[config.mk]
export PLATFORM = sky130hd
export DESIGN_NAME = muldiv_ctrl
export DESIGN_NICKNAME = d
export VERILOG_FILES = /design/src/rtl/muldiv_ctrl.sv
export SDC_FILE = /design/constraint.sdc
export NUM_CORES = 1
export LEC_CHECK = 0
export CORE_MARGIN = 1
export CORE_UTILIZATION = 25
export CTS_BUF_LIST = sky130_fd_sc_hd__clkbuf_8 sky130_fd_sc_hd__clkbuf_16
export DETAILED_ROUTE_END_ITERATION = 8
export MAX_ROUTING_LAYER = met4
export SETUP_SLACK_MARGIN = 0.02
export SLEW_MARGIN = 30
export SYNTH_ARGS = -nofsm -noshare
export SYNTH_HDL_FRONTEND = slang
export SYNTH_SLANG_ARGS = --single-unit
[constraint.sdc]
create_clock -name clk -period 7.9 [get_ports clk]
set_input_delay 1.58 -clock clk [delete_from_list [all_inputs] [get_ports clk]]
set_output_delay 1.58 -clock clk [all_outputs]
set_load 0.1 [all_outputs]
[src/rtl/muldiv_ctrl.sv]
// muldiv_ctrl: iterative RV32M multiply/divide controller beside the EX stage.
// It takes one M-op from EX and holds IF/ID/EX frozen (stall) while a
// shift-add multiplier or restoring divider runs for XLEN cycles. The result
// is then strobed out for exactly one cycle.
// Ports:
//   clk, rst_n    - rising-edge clock, asynchronous active-low reset
//   req_valid     - EX holds a decoded M-op
//   funct3        - MUL/MULH/MULHSU/MULHU/DIV/DIVU/REM/REMU selector
//   rs1_val/rs2_val - operands A and B
//   flush         - kill the current op (mispredict/trap)
//   req_ready     - idle, can accept a new op
//   busy          - an op is in flight
//   stall         - freeze IF/ID/EX
//   resp_valid    - one-cycle result strobe
//   resp_result   - result, held until the next resp_valid
module muldiv_ctrl #(
    parameter int XLEN = 32
) (
    input  logic            clk,
    input  logic            rst_n,
    input  logic            req_valid,
    input  logic [2:0]      funct3,
    input  logic [XLEN-1:0] rs1_val,
    input  logic [XLEN-1:0] rs2_val,
    input  logic            flush,
    output logic            req_ready,
    output logic            busy,
    output logic            stall,
    output logic            resp_valid,
    output logic [XLEN-1:0] resp_result
);
    localparam int CW = $clog2(XLEN);
    localparam logic [XLEN-1:0] ONE     = XLEN'(1);
    localparam logic [XLEN-1:0] MIN_INT = {1'b1, {(XLEN-1){1'b0}}};

    typedef enum logic [1:0] {
        S_IDLE = 2'd0,
        S_MUL  = 2'd1,
        S_DIV  = 2'd2,
        S_DONE = 2'd3
    } state_e;

    // Two's-complement negate when en is set.
    function automatic logic [XLEN-1:0] neg_if(input logic [XLEN-1:0] v, input logic en);
        return en ? (~v + ONE) : v;
    endfunction

    state_e              state_q, state_d;
    logic [CW-1:0]       cnt_q, cnt_d;
    logic [2:0]          op_q, op_d;
    logic                fast_q, fast_d;
    logic                neg_quo_q, neg_quo_d;
    logic                neg_rem_q, neg_rem_d;
    // MUL: shifted multiplicand / multiplier; DIV: divisor (low half) / dividend.
    logic [2*XLEN-1:0]   mcand_q, mcand_d;
    logic [XLEN-1:0]     mplier_q, mplier_d;
    // MUL: product accumulator; DIV: {remainder, quotient}; fast: result in low half.
    logic [2*XLEN-1:0]   acc_q, acc_d;
    logic [XLEN-1:0]     result_q, result_d;

    logic                div_signed_s;
    logic                a_signed_s;
    logic [2*XLEN-1:0]   addend_s;
    logic [XLEN:0]       rem_shift_s;
    logic [XLEN:0]       diff_s;
    logic [XLEN-1:0]     final_res_s;

    // State and datapath registers.
    always_ff @(posedge clk or negedge rst_n) begin
        if (!rst_n) begin
            state_q   <= S_IDLE;
            cnt_q     <= '0;
            op_q      <= 3'b000;
            fast_q    <= 1'b0;
            neg_quo_q <= 1'b0;
            neg_rem_q <= 1'b0;
            mcand_q   <= '0;
            mplier_q  <= '0;
            acc_q     <= '0;
            result_q  <= '0;
        end else begin
            state_q   <= state_d;
            cnt_q     <= cnt_d;
            op_q      <= op_d;
            fast_q    <= fast_d;
            neg_quo_q <= neg_quo_d;
            neg_rem_q <= neg_rem_d;
            mcand_q   <= mcand_d;
            mplier_q  <= mplier_d;
            acc_q     <= acc_d;
            result_q  <= result_d;
        end
    end

    // Final result selection from the latched op and accumulator.
    always_comb begin
        final_res_s = acc_q[XLEN-1:0];
        if (fast_q) begin
            final_res_s = acc_q[XLEN-1:0];
        end else if (!op_q[2]) begin
            final_res_s = (op_q[1:0] == 2'b00) ? acc_q[XLEN-1:0] : acc_q[2*XLEN-1:XLEN];
        end else if (op_q[1]) begin
            final_res_s = neg_if(acc_q[2*XLEN-1:XLEN], neg_rem_q);
        end else begin
            final_res_s = neg_if(acc_q[XLEN-1:0], neg_quo_q);
        end
    end

    // Next-state and datapath update.
    always_comb begin
        state_d   = state_q;
        cnt_d     = cnt_q;
        op_d      = op_q;
        fast_d    = fast_q;
        neg_quo_d = neg_quo_q;
        neg_rem_d = neg_rem_q;
        mcand_d   = mcand_q;
        mplier_d  = mplier_q;
        acc_d     = acc_q;
        result_d  = result_q;

        div_signed_s = ~funct3[0];
        a_signed_s   = (funct3[1:0] != 2'b11);
        addend_s     = mplier_q[0] ? mcand_q : '0;
        rem_shift_s  = {acc_q[2*XLEN-1:XLEN], mplier_q[XLEN-1]};
        diff_s       = rem_shift_s - {1'b0, mcand_q[XLEN-1:0]};

        case (state_q)
            S_IDLE: begin
                if (req_valid && !flush) begin
                    op_d      = funct3;
                    cnt_d     = CW'(XLEN-1);
                    fast_d    = 1'b0;
                    neg_quo_d = div_signed_s & (rs1_val[XLEN-1] ^ rs2_val[XLEN-1]);
                    neg_rem_d = div_signed_s & rs1_val[XLEN-1];
                    acc_d     = '0;
                    if (!funct3[2]) begin
                        mcand_d  = {{XLEN{a_signed_s & rs1_val[XLEN-1]}}, rs1_val};
                        mplier_d = rs2_val;
                        state_d  = S_MUL;
                    end else if (rs2_val == '0) begin
                        fast_d  = 1'b1;
                        acc_d   = {{XLEN{1'b0}}, (funct3[1] ? rs1_val : {XLEN{1'b1}})};
                        state_d = S_DONE;
                    end else if (div_signed_s && rs1_val == MIN_INT && rs2_val == {XLEN{1'b1}}) begin
                        fast_d  = 1'b1;
                        acc_d   = {{XLEN{1'b0}}, (funct3[1] ? {XLEN{1'b0}} : MIN_INT)};
                        state_d = S_DONE;
                    end else begin
                        mplier_d = neg_if(rs1_val, neg_rem_d);
                        mcand_d  = {{XLEN{1'b0}}, neg_if(rs2_val, div_signed_s & rs2_val[XLEN-1])};
                        state_d  = S_DIV;
                    end
                end else begin
                    state_d = S_IDLE;
                end
            end
            S_MUL: begin
                // A signed multiplier's MSB carries weight -2^(XLEN-1), so the
                // last partial product is subtracted rather than added.
                if (cnt_q == '0 && op_q[1:0] == 2'b01) begin
                    acc_d = acc_q - addend_s;
                end else begin
                    acc_d = acc_q + addend_s;
                end
                mcand_d  = mcand_q << 1;
                mplier_d = mplier_q >> 1;
                if (cnt_q == '0) begin
                    state_d = S_DONE;
                end else begin
                    cnt_d = cnt_q - CW'(1);
                end
            end
            S_DIV: begin
                // Restoring step: no borrow out of the trial subtract sets the quotient bit.
                if (!diff_s[XLEN]) begin
                    acc_d = {diff_s[XLEN-1:0], acc_q[XLEN-2:0], 1'b1};
                end else begin
                    acc_d = {rem_shift_s[XLEN-1:0], acc_q[XLEN-2:0], 1'b0};
                end
                mplier_d = mplier_q << 1;
                if (cnt_q == '0) begin
                    state_d = S_DONE;
                end else begin
                    cnt_d = cnt_q - CW'(1);
                end
            end
            S_DONE: begin
                state_d = S_IDLE;
                if (!flush) begin
                    result_d = final_res_s;
                end else begin
                    result_d = result_q;
                end
            end
            default: begin
                state_d = S_IDLE;
            end
        endcase

        if (flush) begin
            state_d = S_IDLE;
        end else begin
            state_d = state_d;
        end
    end

    // Handshake outputs; the DONE-cycle result bypasses the holding register.
    always_comb begin
        req_ready   = (state_q == S_IDLE);
        busy        = (state_q != S_IDLE);
        stall       = rst_n & req_valid & ~flush & (state_q != S_DONE);
        resp_valid  = (state_q == S_DONE) & ~flush;
        if (resp_valid) begin
            resp_result = final_res_s;
        end else begin
            resp_result = result_q;
        end
    end
endmodule
==> metrics <==
Post CTS Setup Buffer Count=0; setup ws final=0.784 ns; NumNets Final=3056; cell internal pwr=4.57 mW; clock buffer depth=3; initial DRC count=2150; Final HPWL DP=65.5 mm; Seq cells post-synth=205; clock sinks=205; Cell Count, Final, Fillers Out=3976; Psw=5.69 mW; Horiz. Die Dim=292 um; FF-to-FF path depth=22; num rows=106; clock network power share=13.2%; # hold bufs at CTS=0; Yosys top cell by area=dfrtp_1; clock input transition at the sequential cells of the worst setup and hold paths=0.06 ns; Final Max Slew Viols=0; EDFF count, synth=0; first-pass GRT wire length=130 mm; Ys Warns=0; synthesized area per cell=7.27 sq um; Seq/Total Area, Yosys=24.3%; routed length per instance=21.3 um; max_cap viols=0; maximum clock frequency=0.141 GHz; I/O Pins=107; PwrDens=425 mW/mm^2; Critical Path Start Type=flip-flop; worst hold-check path type=flip-flop to flip-flop; most common cell in the synthesized netlist=nand2_1; Reg power frac=21.4%; Required @ worst endpoint=8.39 ns; cts bufs inserted=27; largest cells by area after synthesis=dfrtp_1 24%, o21ai_0 7.6%, a21oi_1 7.1%; mux cell area share after synthesis=1.38%; Synth Area in Simple Gates=20.4%; critical path data arrival time=7.60 ns; gr ovfl total=0; H-tree depth=1; largest net degree at the start of global routing=93; PortBufs=106; Initial Utilization=25.2%; # DRC=0; first drt pass iteration count=6; syn nets=3080; Comb pwr share=65.5%; Clk Latency, worst-skew pair=0.58 ns; CTS tree=built; initial antenna violation count=0; XOR/XNOR share of the synthesized area=9.02%; RSZ-0062 raised after global routing=false; die area=0.0855 sq mm; Die Ht=292 um; Yosys top cell area share=24.3%; clock skew=0.0211 ns; status=finished, final reports clean; Worst Setup End Kind=flip-flop; crit path kind=flip-flop to flip-flop; Max VDD drop=0.203 mV; Placement Cell Area=0.0232 sq mm; minimum hold slack=0.480 ns; ys flop type=dfrtp_1; post-synthesis cell type count=86; Fin Setup TNS=0 ns; number of global-route vias before repair=20800; Switching Share=55.5%; post-CTS resize count=0; cells after synthesis=2898; Layout area overhead=14.4%; Layout Cell Area excl Fill=0.0241 sq mm; ys async rst share=100%; gpl congestion=1.01; Worst Max-Slew Pin Slew=0.992 ns; Total Wirelength=84.8 mm; minimum clock period after layout=7.12 ns; core footprint=0.0836 sq mm; Adder-Cell Fraction of Synth Area=6.66%; Placed Instances=3925; Total GRT Usage=19.9%; hold depth=2; Synth top cells by count=393 x nand2_1, 318 x o21ai_0, 297 x a21oi_1; routed vias=22200; Synth Cell Area=0.0211 sq mm; largest family of logic cells by synthesized area=compound AO/OA/AOI/OAI gates; Max-Slew Margin vs Limit=33.7%; count of final setup violators=0; Hold Vio Cnt, Final=0; Root Driver=clkbuf_16; Synth Area in Compound Gates=32.9%; vias per inst=5.59; fraction of layout instances using a drive strength above 1=5.36%; Pleak=9.53 nW; period utilization=90.1%; DRT antenna net count=0; DP Worst Slack=0.971 ns; Max FO, Critical Path=9
==> power groups by stage <==
stage          sequential (mW)  clock, mW  combinational (mW)
6_report                  2.19       1.35                6.72
4_1_cts                   2.16       1.37                6.60
3_5_place_dp              2.17          0                6.56
2_1_floorplan             1.84          0                4.90
3_3_place_gp              2.17          0                6.61
5_1_grt                   2.24       1.41                7.31
==> cells in the final DEF, fill, tap and decap left out, types with 24 or more instances in the layout <==
master | netlist | layout
o21ai_0 | 318 | 318
ha_1 | 109 | 107
xor2_1 | 114 | 113
clkbuf_16 | 0 | 27
a21oi_1 | 297 | 296
nor2_1 | 248 | 247
inv_1 | 74 | 76
nand4_1 | 36 | 36
dfrtp_1 | 205 | 204
nor4_1 | 25 | 24
clkdlybuf4s50_1 | 0 | 100
or3_1 | 26 | 26
xnor2_1 | 103 | 103
a41oi_1 | 26 | 26
a21o_1 | 59 | 59
nand2b_1 | 34 | 33
a22oi_1 | 55 | 55
o31ai_1 | 53 | 53
buf_4 | 1 | 52
a31oi_1 | 48 | 47
o211ai_1 | 28 | 28
nand3_1 | 43 | 43
nand2_1 | 393 | 393
nor3_1 | 40 | 40
a211oi_1 | 72 | 71
==> worst paths after layout <==
check / start / end / slack (ns)
max in group asynchronous: rst_n / mplier_q[20]$_DFFE_PN0P_ / 5.29
min: result_q[14]$_DFFE_PN0P_ / result_q[14]$_DFFE_PN0P_ / 0.48
max reg2reg: mcand_q[5]$_DFFE_PN0P_ / acc_q[60]$_DFFE_PN0P_ / 0.78
min reg2reg: result_q[14]$_DFFE_PN0P_ / result_q[14]$_DFFE_PN0P_ / 0.48
min in group asynchronous: rst_n / result_q[28]$_DFFE_PN0P_ / 0.95
max: mcand_q[5]$_DFFE_PN0P_ / acc_q[60]$_DFFE_PN0P_ / 0.78
==> through the flow <==
stage,power [mW],util [%]
4_1_cts,10.1,28.9
5_1_grt,11.0,28.9
6_report,10.3,28.9
3_3_place_gp,8.78,27.7
3_5_place_dp,8.73,27.7
2_1_floorplan,6.73,-
==> metal layers <==
layer | GRT usage [%] | share of wire [%] | up-vias
met5 | - | 0 | -
met4 | 4.48 | 2.3 | 0
met3 | 3.04 | 7.1 | 104
met2 | 29.3 | 43 | 822
met1 | 28.4 | 48 | 10700
li1 | - | - | 10600
==> worst max-delay path: stages, from the launching register on <==
cell	delay, ns
dfrtp_1	0.43
o41ai_1	0.60
nand4_1	0.31
a21oi_1	0.36
nand2_1	0.23
a21oi_1	0.35
o21ai_0	0.33
a21oi_1	0.25
o21a_1	0.22
nand2_1	0.36
o311ai_0	0.22
ha_1	0.25
o211ai_1	0.10
a21oi_1	0.27
o211a_1	0.24
o21ai_0	0.18
a2111oi_0	0.83
o211ai_1	0.28
a31o_2	0.34
o21ai_0	0.35
a221oi_1	0.16
xor2_1	0.17
o21ai_0	0.18
==> cells by family (layout without fill, tap and decap cells) <==
kind of cell,count (synthesis),count (layout)
AO/OA/AOI/OAI,1113,1113
AND/OR/NAND/NOR,939,939
buffers and inverters,285,281
XOR/XNOR,217,217
flip-flops,205,205
adder cells (fa/ha/maj),111,111
multiplexers,28,28
other,0,2
==> final cells by class <==
type,count,area (sq um)
fillers,9108,59400
multi-input cells,2408,14900
flip-flops and latches,205,5130
repair buffers,157,1470
well taps,1080,1350
clock buffers,33,758
inverters,75,282
clock inverters,16,198
diodes,2,5.00
==> registers in the layout, indices dropped and copies added (netlist names) <==
| name | flops |
|---|---|
| mcand_q | 64 |
| fast_q | 1 |
| state_q | 2 |
| acc_q | 64 |
| op_q | 3 |
| neg_rem_q | 1 |
| mplier_q | 32 |
| result_q | 32 |
| neg_quo_q | 1 |
| cnt_q | 5 |
Power figures use the tool's default switching activity.
